### src/rtl/sevenseg_arbiter.sv
// Round-robin owner of the shared seven-segment driver. Grants one of four clients at a time,
// holds each grant for a minimum dwell, and blanks the display between owners.
module sevenseg_arbiter #(
  parameter int DWELL_CYCLES = 100_000_000,
  parameter int BLANK_CYCLES = 5_000_000
) (
  input  logic        clk,
  input  logic        rst,
  input  logic [3:0]  req,
  input  logic [63:0] req_din,
  input  logic [3:0]  req_bcd,
  input  logic [7:0]  req_dec,
  output logic [3:0]  gnt,
  output logic [1:0]  cur_id,
  output logic [15:0] din,
  output logic        bcd,
  output logic [1:0]  dec,
  output logic        enable
);

  localparam int DW = (DWELL_CYCLES > 1) ? $clog2(DWELL_CYCLES) : 1;
  localparam int BW = (BLANK_CYCLES > 1) ? $clog2(BLANK_CYCLES) : 1;
  localparam logic [DW-1:0] DWELL_LAST = DW'(DWELL_CYCLES - 1);
  localparam logic [BW-1:0] BLANK_LAST = BW'(BLANK_CYCLES - 1);

  typedef enum logic [1:0] {IDLE, SHOW, BLANK} state_t;

  state_t        state, state_nx;
  logic [DW-1:0] dwell_cnt, dwell_cnt_nx;
  logic [BW-1:0] blank_cnt, blank_cnt_nx;
  logic [3:0]    gnt_nx;
  logic [1:0]    id_nx;
  logic [15:0]   din_nx;
  logic          bcd_nx;
  logic [1:0]    dec_nx;
  logic          en_nx;
  logic [1:0]    winner;
  logic          any_req;
  logic          others_req;
  logic          grant_now;

  assign any_req    = |req;
  assign others_req = |(req & ~(4'b0001 << cur_id));

  // Walk the search order backwards so the earliest candidate (cur_id+1) overwrites last.
  always_comb begin
    winner = cur_id;
    for (int k = 4; k >= 1; k--) begin
      if (req[cur_id + 2'(k)]) winner = cur_id + 2'(k);
    end
  end

  always_comb begin
    state_nx     = state;
    gnt_nx       = gnt;
    id_nx        = cur_id;
    din_nx       = din;
    bcd_nx       = bcd;
    dec_nx       = dec;
    en_nx        = enable;
    dwell_cnt_nx = dwell_cnt;
    blank_cnt_nx = blank_cnt;
    grant_now    = 1'b0;
    case (state)
      IDLE: grant_now = any_req;
      SHOW: begin
        // Saturating at DWELL_LAST keeps "dwell expired" sticky without a separate flag.
        if (dwell_cnt != DWELL_LAST) dwell_cnt_nx = dwell_cnt + 1'b1;
        if (!req[cur_id] || (dwell_cnt == DWELL_LAST && others_req)) begin
          state_nx     = BLANK;
          gnt_nx       = 4'b0000;
          en_nx        = 1'b0;
          blank_cnt_nx = '0;
        end else begin
          din_nx = req_din[{cur_id, 4'h0} +: 16];
          bcd_nx = req_bcd[cur_id];
          dec_nx = req_dec[{cur_id, 1'b0} +: 2];
        end
      end
      BLANK: begin
        blank_cnt_nx = blank_cnt + 1'b1;
        if (blank_cnt == BLANK_LAST) begin
          if (any_req) grant_now = 1'b1;
          else         state_nx  = IDLE;
        end
      end
      default: state_nx = IDLE;
    endcase
    if (grant_now) begin
      state_nx     = SHOW;
      gnt_nx       = 4'b0001 << winner;
      id_nx        = winner;
      en_nx        = 1'b1;
      dwell_cnt_nx = '0;
      din_nx       = req_din[{winner, 4'h0} +: 16];
      bcd_nx       = req_bcd[winner];
      dec_nx       = req_dec[{winner, 1'b0} +: 2];
    end
  end

  always_ff @(posedge clk) begin
    if (rst) begin
      state     <= IDLE;
      gnt       <= 4'b0000;
      cur_id    <= 2'd3;
      din       <= 16'h0000;
      bcd       <= 1'b1;
      dec       <= 2'd0;
      enable    <= 1'b0;
      dwell_cnt <= '0;
      blank_cnt <= '0;
    end else begin
      state     <= state_nx;
      gnt       <= gnt_nx;
      cur_id    <= id_nx;
      din       <= din_nx;
      bcd       <= bcd_nx;
      dec       <= dec_nx;
      enable    <= en_nx;
      dwell_cnt <= dwell_cnt_nx;
      blank_cnt <= blank_cnt_nx;
    end
  end

endmodule

### config.mk
export PLATFORM = sky130hd
export DESIGN_NAME = sevenseg_arbiter
export DESIGN_NICKNAME = d
export VERILOG_FILES = /design/src/rtl/sevenseg_arbiter.sv
export SDC_FILE = /design/constraint.sdc
export NUM_CORES = 1
export LEC_CHECK = 0
export ABC_AREA = 1
export BUFFER_PORTS_ARGS = -buffer_cell sky130_fd_sc_hd__buf_2
export CAP_MARGIN = 20
export CORE_MARGIN = 2
export CORE_UTILIZATION = 60
export CTS_BUF_LIST = sky130_fd_sc_hd__clkbuf_8 sky130_fd_sc_hd__clkbuf_16
export DETAILED_ROUTE_END_ITERATION = 10
export GPL_ROUTABILITY_DRIVEN = 1
export PLACE_DENSITY = 0.95
export SLEW_MARGIN = 20
export SYNTH_ARGS = -nofsm -noshare
export SYNTH_HDL_FRONTEND = slang
export SYNTH_SLANG_ARGS = --single-unit
### constraint.sdc
create_clock -name clk -period 3.25 [get_ports clk]
set_clock_uncertainty 0.05 [all_clocks]
set_input_delay 0.1625 -clock clk [delete_from_list [all_inputs] [get_ports clk]]
set_output_delay 0.1625 -clock clk [all_outputs]
set_load 0.02 [all_outputs]
==> summary.txt <==
Place
  – Pre-CTS setup slack: 0.641 ns
  – DP Cell Count: 1060
  – Final HPWL DP: 9700 µm
  – Placement Cell Area: 5880 µm²
  – Port Buf Inserts: 107
  – RePlAce Congestion: 0.990

CTS
  – Setup bufs post-CTS: 0
  – TritonCTS clock tree: yes
  – Hold-fix buffers, CTS: 0
  – Cts bufs inserted: 9
  – Worst-Skew Late Latency: 0.36 ns
  – H-tree depth: 3
  – Post-CTS Resized: 0
  – CTS sink cnt: 78
  – Clk slew on worst S/H paths: 0.08 ns
  – Max clock buf depth: 2
  – CTS root buf: clkbuf_8

Die
  – DIE HEIGHT: 98.6 µm
  – Initial core utilization: 61.6%
  – Site row count: 34
  – IO Count: 108
  – Die area: 9720 µm²
  – Die width: 98.6 µm
  – Core ar.: 8720 µm²

Yosys
  – Sequential area share after synthesis: 29.1%
  – Largest cells by area after synthesis: dfxtp_1 (29%), nand2_1 (14%), nand3_1 (14%)
  – Synth Register Bits: 78
  – Post-synth ARST share: 0%
  – Top-count cell post-synth: nand2_1
  – Synthesis Warnings: 0
  – Synthesized instance count: 872
  – Ys flop type: dfxtp_1
  – Post-synth top cells: nand2_1 (205), inv_1 (174), nand3_1 (145)
  – Synthesized area per cell: 6.16 µm²
  – Yosys cell types: 43
  – Cell Area, Synth: 5370 µm²
  – Post-synth EDFFs: 0
  – Synth area leader: dfxtp_1
  – Post-Syn Nets: 960
  – Area share of the largest cell type after synthesis: 29.1%

Cells and area
  – # diodes: 0
  – Layout fillers: 698
  – Share of cells above drive strength 1: 15.8%
  – Synthesis-to-layout area growth: 13.7%
  – Final Util: 70.0%
  – Final net count: 1051
  – Cell area after layout: 6110 µm²
  – Post-Layout Cell Count: 1076

Route
  – DRC errors left: 0
  – DR pass1 iterations: 5
  – Final ANT Viol Nets: 0
  – Wire per inst: 12.8 µm
  – Total Wirelength: 13800 µm
  – First DRT Iteration DRCs: 426
  – DR vias: 5884
  – Vias per cell: 5.47

Global route
  – Vias in the first global route: 5329
  – GRT Overall Usage: 28.2%
  – Grt ovf: 0
  – Largest net degree at the start of global routing: 38
  – First-pass GRT wire length: 23000 µm
  – Initial antenna violation count: 0

STA
  – Setup TNS: 0 ns
  – Final Max Slew Viols: 0
  – Fmax: 373 MHz
  – Max_slew headroom: 39.0%
  – Final Cycle Share: 82.5%
  – Hold Vio Cnt, Final: 0
  – Minimum clock period after layout: 2.68 ns
  – Slew @ Worst Pin: 0.914 ns
  – Fin Hold WS: 0.138 ns
  – Setup slack after layout: 0.568 ns
  – Final setup violation count: 0
  – RSZ-0062 raised after global routing: false

Setup path
  – WP buf/inv: 3
  – Crit path kind: reg2reg
  – Critical path data arrival time: 2.89 ns
  – CP most frequent cell: nand2_1
  – Crit path cell chain: inv_4, ha_1, inv_1, nand3_1, nand2_1, nand2_1, nand2_1, nand2_1, nand2_4, nand2_8, nand2_8, nand2_1, nand3_1, nand3_1, nand2_1, inv_1
  – Critical-path top delay cell: dfxtp_1
  – CP Capture Type: flop
  – CP peak stage delay: 0.61 ns
  – Startpoint types: flop
  – Critical Path RT: 3.45 ns
  – Crit Path Max Fanout: 37
  – Critical path's top delay family: simple AND/OR/NAND/NOR gates

Job
  – Max-Cap Viols: 0

Min path
  – Worst hold path type: in2reg

Run status
  – Status: finished clean

Power and ir drop
  – Leakage: 2.96 nW
  – Pwr per Cell Area: 733 nW/µm²
  – Power after layout: 4.48 mW
  – VDD IR max: 0.536 mV
## worst reg2reg max path: stages (launching register included)
cell and delay [ns]:
dfxtp_1 0.61, inv_4 0.13, ha_1 0.35, inv_1 0.08, nand3_1 0.11, nand2_1 0.09
nand2_1 0.07, nand2_1 0.07, nand2_1 0.09, nand2_4 0.16, nand2_8 0.18, nand2_8 0.24
nand2_1 0.09, nand3_1 0.07, nand3_1 0.10, nand2_1 0.09, inv_1 0.03
## cell families after synthesis
group                      synth area share [%]
AOI/OAI and AO/OA                          11.0
xor gates and xnor gates                   2.93
adders and majority gates                  1.40
buffers and inverters                      15.8
and+or+nand+nor                            39.8
DFF                                        29.1
## final timing paths
kind	depth (start not counted)	endpoint	startpoint	slack, ns
worst max-delay path	16	din[13]	cur_id[0]	0.57
worst min-delay path	7	din[9]	req_din[41]	0.14
worst max register to register	16	din[13]	cur_id[0]	0.57
worst min register to register	2	enable	enable	0.42
## final cells by class
type	instances	area (µm²)	share of cell area [%]
clock buffers	10	138	2.25
clock inverters	6	86.3	1.41
inverters	178	671	11.0
multi-input cells	586	2960	48.4
flip-flops and latches	78	1560	25.6
well taps	108	135	2.21
repair buffers	110	558	9.14
## per-layer routing
| layer | GRT usage, % | wire length (µm) |
|---|---|---|
| met1 | 34.7 | 5530 |
| met2 | 47.4 | 6650 |
| met3 | 7.09 | 1260 |
| met4 | 10.9 | 337 |
| met5 | 0 | 0 |
## state kept, by name (all words and copies together), names as in the netlist
signal     flops
gnt            4
cur_id         2
bcd            1
state          2
blank_cnt     23
dec            2
din           16
dwell_cnt     27
enable         1
## power breakdown
group / internal, mW / switching (mW)
logic: 0.767 / 1.68
clock network: 0.453 / 0.379
registers: 1.10 / 0.105
## cells in the final DEF (no fill, tap or decap), drive strengths merged
| cell type | count |
|---|---|
| nor3 | 24 |
| o211ai | 4 |
| clkinv | 4 |
| o21ai | 42 |
| or2 | 3 |
| a21o | 1 |
| o21a | 1 |
| nor3b | 2 |
| buf | 110 |
| a31oi | 2 |
| dfxtp | 78 |
| ha | 6 |
| nand3 | 147 |
| xor2 | 12 |
| o22ai | 1 |
| nor2 | 40 |
| clkbuf | 10 |
| inv | 178 |
| a21oi | 57 |
| xnor2 | 6 |
| nand4 | 16 |
| o221ai | 1 |
| bufinv | 2 |
| nand2 | 216 |
| nor4 | 5 |
(Power assumes the default switching activity.)
